### config.mk
export PLATFORM = sky130hd
export DESIGN_NAME = alu_mul_sequencer
export DESIGN_NICKNAME = d
export VERILOG_FILES = /design/src/rtl/alu_mul_sequencer_pkg.sv /design/src/rtl/alu_mul_sequencer.sv
export SDC_FILE = /design/constraint.sdc
export NUM_CORES = 1
export LEC_CHECK = 0
export ABC_AREA = 1
export CORE_ASPECT_RATIO = 1.1
export CORE_MARGIN = 1
export CORE_UTILIZATION = 40
export DETAILED_ROUTE_END_ITERATION = 10
export GPL_ROUTABILITY_DRIVEN = 1
export PLACE_DENSITY = 0.78
export REMOVE_ABC_BUFFERS = 1
export SYNTH_ARGS = -nofsm -noshare
export SYNTH_HDL_FRONTEND = slang
export SYNTH_SLANG_ARGS = --single-unit
export TNS_END_PERCENT = 5
### constraint.sdc
create_clock -name clk -period 1.3 [get_ports clk]
set_input_delay 0.13 -clock clk [delete_from_list [all_inputs] [get_ports clk]]
set_output_delay 0.13 -clock clk [all_outputs]
set_load 0.03 [all_outputs]
### src/rtl/alu_mul_sequencer_pkg.sv
// Shared LEGv8 EX-stage constants: opcodes, ALUCnt encodings and the
// multiply sequencer state type.
package alu_mul_sequencer_pkg;

    // R-type opcodes seen in the EX stage.
    localparam logic [10:0] OP_ADD = 11'b10001011000;
    localparam logic [10:0] OP_SUB = 11'b11001011000;
    localparam logic [10:0] OP_AND = 11'b10001010000;
    localparam logic [10:0] OP_ORR = 11'b10101010000;
    localparam logic [10:0] OP_MUL = 11'b10011011000;

    // ALUCnt encodings understood by the shared ALU.
    localparam logic [3:0] ALU_ADD = 4'b0010;
    localparam logic [3:0] ALU_SUB = 4'b0110;
    localparam logic [3:0] ALU_AND = 4'b0000;
    localparam logic [3:0] ALU_OR  = 4'b0001;

    typedef enum logic [1:0] {
        ST_IDLE = 2'd0,
        ST_RUN  = 2'd1,
        ST_DONE = 2'd2
    } mul_state_t;

endpackage

### src/rtl/alu_mul_sequencer.sv
// Shares the EX-stage ALU between pass-through pipeline traffic and an
// iterative shift-add multiply. While a MUL runs, the block owns the ALU,
// stalls the pipeline and feeds one add per cycle; the truncated product is
// strobed for a single cycle before the ALU is handed back.
module alu_mul_sequencer
    import alu_mul_sequencer_pkg::*;
#(
    parameter int          WIDTH      = 64,
    parameter logic [10:0] MUL_OPCODE = OP_MUL,
    parameter logic [3:0]  CNT_ADD    = ALU_ADD
) (
    input  logic             clk,
    input  logic             reset,
    input  logic             flush,
    input  logic             ex_valid,
    input  logic [10:0]      ex_opcode,
    input  logic [WIDTH-1:0] ex_a,
    input  logic [WIDTH-1:0] ex_b,
    input  logic [3:0]       ex_alucnt,
    input  logic [WIDTH-1:0] alu_result,
    output logic [WIDTH-1:0] alu_a,
    output logic [WIDTH-1:0] alu_b,
    output logic [3:0]       alu_cnt,
    output logic             stall,
    output logic             busy,
    output logic             result_valid,
    output logic [WIDTH-1:0] result
);

    localparam int CW = $clog2(WIDTH);
    localparam logic [CW-1:0] LAST_STEP = CW'(WIDTH - 1);

    mul_state_t     state_reg;
    logic [WIDTH-1:0] acc_reg;
    logic [WIDTH-1:0] mcand_reg;
    logic [WIDTH-1:0] mplier_reg;
    logic [CW-1:0]    count_reg;

    logic mul_hit;
    logic last_step;

    assign mul_hit = ex_valid & (ex_opcode == MUL_OPCODE) & ~flush;

    // Stop as soon as no multiplier bits remain, so short multipliers finish
    // early; the step counter bounds the worst case at WIDTH add steps.
    assign last_step = ((mplier_reg >> 1) == '0) || (count_reg == LAST_STEP);

    // Sequencer FSM and shift/accumulate datapath registers.
    always_ff @(posedge clk) begin
        if (reset) begin
            state_reg  <= ST_IDLE;
            acc_reg    <= '0;
            mcand_reg  <= '0;
            mplier_reg <= '0;
            count_reg  <= '0;
        end else begin
            case (state_reg)
                ST_IDLE: begin
                    if (mul_hit) begin
                        mcand_reg  <= ex_a;
                        mplier_reg <= ex_b;
                        acc_reg    <= '0;
                        count_reg  <= '0;
                        state_reg  <= ST_RUN;
                    end
                end
                ST_RUN: begin
                    if (flush) begin
                        // Partial product is abandoned; nothing is loaded.
                        state_reg <= ST_IDLE;
                    end else begin
                        acc_reg    <= alu_result;
                        mcand_reg  <= mcand_reg << 1;
                        mplier_reg <= mplier_reg >> 1;
                        count_reg  <= count_reg + 1'b1;
                        if (last_step) begin
                            state_reg <= ST_DONE;
                        end
                    end
                end
                ST_DONE: begin
                    // The opcode is deliberately ignored here: the MUL that just
                    // finished is still in ID/EX and must not retrigger.
                    state_reg <= ST_IDLE;
                end
                default: begin
                    state_reg <= ST_IDLE;
                end
            endcase
        end
    end

    // ALU operand steering, stall generation and product strobe.
    always_comb begin
        alu_a        = ex_a;
        alu_b        = ex_b;
        alu_cnt      = ex_alucnt;
        stall        = 1'b0;
        result_valid = 1'b0;
        case (state_reg)
            ST_IDLE: begin
                stall = mul_hit;
            end
            ST_RUN: begin
                alu_a   = acc_reg;
                alu_b   = mplier_reg[0] ? mcand_reg : '0;
                alu_cnt = CNT_ADD;
                stall   = ~flush;
            end
            ST_DONE: begin
                result_valid = ~flush;
            end
            default: begin
                stall = 1'b0;
            end
        endcase
        if (reset) begin
            stall        = 1'b0;
            result_valid = 1'b0;
        end
    end

    assign busy   = (state_reg == ST_RUN);
    assign result = acc_reg;

endmodule

# ---- Word-level counts from Yosys, hierarchy flattened
# Cells that the tools add are included.
# W data, S select, Z words.
dict set report totals {
  reg_bits 200
  inputBits 211
  output_inout_bits 199
  elab_cells 46
}
dict set report classes {
  addsub 1
  n_eq_ne 7
  n_mux 24
  bitwise_logic 3
  n_reduce_logical 6
}
# op count
set op_table {}
lappend op_table {{$mux W64} 9}
lappend op_table {{$pmux W64 S2} 3}
lappend op_table {{$logic_not A64 Y1} 1}
lappend op_table {{$mux W6} 2}
lappend op_table {{$pmux W6 S2} 1}
lappend op_table {{$eq A11 B11 Y1 const B} 1}
lappend op_table {{$add A6 B1 Y6 const B} 1}
lappend op_table {{$eq A6 B6 Y1 const B} 1}
lappend op_table {{$mux W2} 3}
lappend op_table {{$mux W4} 1}
lappend op_table {{$ne A2 B2 Y1 const B} 2}
lappend op_table {{$pmux W2 S2} 1}
lappend op_table {{$mux W1} 3}
lappend op_table {{$ne A3 B2 Y1 const B} 1}
lappend op_table {{$reduce_and A3 Y1} 1}
lappend op_table {{$and A1 B1 Y1} 2}
lappend op_table {{$eq A2 B1 Y1 const B} 1}
lappend op_table {{$eq A2 B2 Y1 const B} 1}
lappend op_table {{$logic_not A2 Y1} 1}
lappend op_table {{$pmux W1 S2} 1}
lappend op_table {{$reduce_and A2 Y1} 1}
lappend op_table {{$reduce_bool A2 Y1} 1}
lappend op_table {{$logic_or A1 B1 Y1} 1}
lappend op_table {{$not A1 Y1} 1}

# ---- Longest topological paths before layout
dict set report depth {
  ltp_word 5
  depth_mapped 11
  depth_no_buf 9
}

# ---- Worst setup path after synthesis
# No wires, ideal clock.
dict set report synth_path {
  path_type {flip-flop to output port}
  from {reg state_reg[0]}
  to {out alu_b[10]}
  t_arrival_ns 1.753
  required_time_ns 1.170
  path_slack_ns -0.583
  path_stages_with_launch 8
  path_buffers 3
  path_cell_list {dfxtp_1 > inv_2 > nor2_1 > buf_4 > inv_2 > buf_2 > buf_2 > o31ai_1}
}
dict set report synth_between {
  elab_chain_len 2
}
# element line
set synth_lines {}
lappend synth_lines {{start: declaration} alu_mul_sequencer.sv:33} ;# mul_state_t state_reg;
lappend synth_lines {{start signal: assignment} alu_mul_sequencer.sv:51} ;# state_reg <= ST_IDLE;
lappend synth_lines {{start signal: assignment} alu_mul_sequencer.sv:64} ;# state_reg <= ST_RUN;
lappend synth_lines {{start signal: assignment} alu_mul_sequencer.sv:70} ;# state_reg <= ST_IDLE;
lappend synth_lines {{$eq A2 B1 Y1} alu_mul_sequencer.sv:100} ;# case (state_reg)
lappend synth_lines {{$mux W64} alu_mul_sequencer.sv:100}
lappend synth_lines {{end: declaration} alu_mul_sequencer.sv:22} ;# output logic [WIDTH-1:0] alu_b,
# No other way between the ends.

# ---- Worst setup path after layout
dict set report layout_path {
  from {reg state_reg[1]}
  to {out alu_b[46]}
}
# The elaborated chain is that of the path after synthesis.

==> out/results.tsv <==
stage	metric	value	unit
sta	final hold violations	0	
floorplanning	DIE HEIGHT	168	µm
pwr	PwrDens	815	nW/µm²
pwr	Reg power frac	45.8	%
route	Routed WL	36600	µm
pwr	combinational power share	16.3	%
route	# DRC	0	
route	DRT Pass-1 Iters	5	
floorplanning	full die area	25800	µm²
sta	min Tclk post-route	2040	ps
synthesis	Synth Cell Area	10100	µm²
critical_path	crit path launch type	flop	
critical_path	CP required	1170	ps
sta	final hold slack	239	ps
synthesis	post-synth top area share	39.8	%
pwr	Pint	0.00974	W
pwr	LEAKAGE	7.10	nW
floorplanning	Initial Util	40.9	%
cells_and_area	nets	2175	
pwr	Peak VDD IR	0.726	mV
hold_path	Worst Hold Launch	alu_result[25]	
pwr	Clk pwr share	37.9	%
route	Final ANT Viol Nets	0	
cells_and_area	n_diodes	0	
job	max-cap viol count	0	
hold_path	WHS Path Cells	3	
floorplanning	core area	24500	µm²
critical_path	worst-path cell chain	nor2_4, buf_12, inv_16, buf_12, buf_6, o31ai_4, buf_6	
placement	Final Wtd Congestion	0.849	
cells_and_area	final non-filler cell total	2284	
critical_path	critical-path maximum fanout	8	
floorplanning	number of I/O pins	410	
synthesis	synth top area cells	dfxtp_1, nand2_1, o21ai_0	
route	detail-routed via count per cell	5.10	
critical_path	crit path DAT	1910	ps
critical_path	worst setup path class	reg -> out	
sta	unrepaired setup endpoints after global routing	true	
sta	Relative slew margins	56.9	%
clock_network	clock transition at the registers of the reported paths	80	ps
clock_network	H-Tree Depth	4	
route	Routed wire per std cell	16.0	µm
clock_network	Clock Path Buffers	2	
hold_path	hold crit path type	in -> reg	
placement	pre-CTS setup slack	-465	ps
sta	Max Slew Vio Count	0	
critical_path	r2r worst-path depth	10	
synthesis	Distinct cells, synth	27	
clock_network	Hold Buf Count CTS	0	
run_status	status	finished with violations	
cells_and_area	Reg area	4010	µm²
sta	endpoints failing setup	329	
synthesis	register area share after synthesis	39.8	%
global_route	initial antenna violation count	0	
floorplanning	die extent in x	153	µm
critical_path	Setup crit start	state_reg[1]	
placement	Post-Place Cells	2228	
sta	Worst Skew	11.9	ps
synthesis	Synth Warn #	0	
synthesis	Mapped Avg Cell Area	6.59	µm²
critical_path	reg2reg start	state_reg[1]	
placement	Buffers on Ports	409	
synthesis	flops & latches, synth	200	
sta	Fmax achieved	491	MHz
critical_path	reg2reg end	mcand_reg[33]	
critical_path	Slowest cell on crit path	dfxtp_4	
placement	hpwl dp	24700	µm
critical_path	max incr delay on CP	370	ps
critical_path	crit end category	output port	
cells_and_area	area of the multi-input gates	5620	µm²
sta	Final period util	157	%
global_route	pin count of the biggest net entering global routing	67	
clock_network	Num CTS Buffers	17	
global_route	GRT Total Usage	26.9	%
pwr	Psw	0.00362	W
route	via count	11700	
clock_network	Root Driver	clkbuf_16	
route	initial DRC count	698	
clock_network	TritonCTS Sinks	200	
global_route	Overflow after GRT	0	
global_route	vias in the first global route	11100	
cells_and_area	fill count	2019	
cells_and_area	fraction of layout cells with a size suffix above 1	23.8	%
pwr	Switching Fraction	27.1	%
hold_path	hold worst-path end	result[25]	
synthesis	post-synth top area cell	dfxtp_1	
clock_network	CTS tree	built	
critical_path	reg2reg setup slack	-450	ps
floorplanning	FP Rows	60	
cells_and_area	area grow syn2layout	63.0	%
sta	Final Worst Setup Slack	-736	ps
global_route	first-pass GRT wire length	55800	µm
clock_network	worst skew pair latency	430	ps
run_status	failing checks	negative setup slack	
sta	measured slew at the worst slew-check pin	646	ps
synthesis	Gate Count Post-Synth	1525	
## power by group through the flow
stage	clock network (W)	registers, W	logic [W]
6_report	0.00507	0.00612	0.00217
5_1_grt	0.00539	0.00612	0.00229
4_1_cts	0.00516	0.00612	0.00208
3_5_place_dp	0	0.00627	0.00201
3_3_place_gp	0	0.00627	0.00200
2_1_floorplan	0	0.00627	0.000799
## stage by stage
step,power (W),util [%],TNS [ps],area [µm²]
after floorplan,0.00706,-,-3796710,9470
after global placement,0.00827,59.7,-97650,14700
after detailed placement,0.00828,59.7,-102630,14700
after CTS,0.0134,64.8,-133080,15900
after global routing,0.0138,66.7,-161900,16400
final,0.0134,66.7,-137120,16400
## layout by cell type, fill, tap and decap left out, types with 43 or more instances in the layout
cell and instances:
o31ai_2 43, clkdlybuf4s15_2 54, nand2_1 614, nor2_1 117, buf_6 57, and3_1 62, clkdlybuf4s50_1 210, dfxtp_1 198
nand2_2 45, o21ai_1 60, o21ai_0 129, buf_4 142, inv_1 74
## per-layer routing
layer,vias up,share of wire (%),track usage [%]
li1,5750,-,-
met1,5394,40,31.5
met2,454,52,48.5
met3,57,5.9,4.71
met4,0,2.3,10.5
met5,-,0,0
## synthesized netlist by cell type (all sizes together)
library cell and number:
nand2 667, dfxtp 200, o21ai 189, nor2 120, inv 79, o31ai 65, and3 62, buf 55
clkbuf 50, nand3 19, a21oi 13, clkinv 1, ha 1, nand3b 1, nand4 1, nor3b 1
or2 1
## final cells by class
class	instances	area share [%]
Clock buffer	17	2.60
Timing Repair inverter	4	0.244
Multi-Input combinational cell	1140	34.3
Inverter	80	2.02
Tap cell	310	2.37
Timing Repair Buffer	520	33.3
Sequential cell	200	24.5
Clock inverter	13	0.710
## cell families (layout without fill, tap and decap cells)
| group | count (synthesis) | count (layout) | share of synthesized area, % |
|---|---|---|---|
| AND/OR/NAND/NOR | 872 | 872 | 34.8 |
| AO/OA/AOI/OAI | 267 | 267 | 16.4 |
| flip-flops | 200 | 200 | 39.8 |
| buffers and inverters | 185 | 634 | 8.86 |
| adder cells (fa/ha/maj) | 1 | 1 | 0.124 |
## critical path, delay by kind of cell (launching register included)
kind,cells,cell delay (ps)
buffers and inverters,5,700
flip-flops,1,370
AO/OA/AOI/OAI,1,270
AND/OR/NAND/NOR,1,130
## worst max path at each step
| stage | end | slack [ps] | cells after the start |
|---|---|---|---|
| finish | alu_b[46] | -740 | 7 |
| global route | alu_b[46] | -770 | 7 |
| CTS | alu_b[45] | -690 | 8 |
| detailed placement | result[56] | -460 | 10 |
| global placement | mplier_reg[55] | -400 | 9 |
| floorplan | alu_b[0] | -12710 | 4 |
## repair_timing
| action | 4_1_cts | 5_1_grt |
|---|---|---|
| gates resized for setup | 304 | 126 |
| setup endpoints to repair | 391 | 343 |
| buffers inserted | 8 | 9 |
| pin swaps | 10 | 22 |
| cloned | 7 | 2 |
Note: power is estimated with default switching activity, not from simulation.
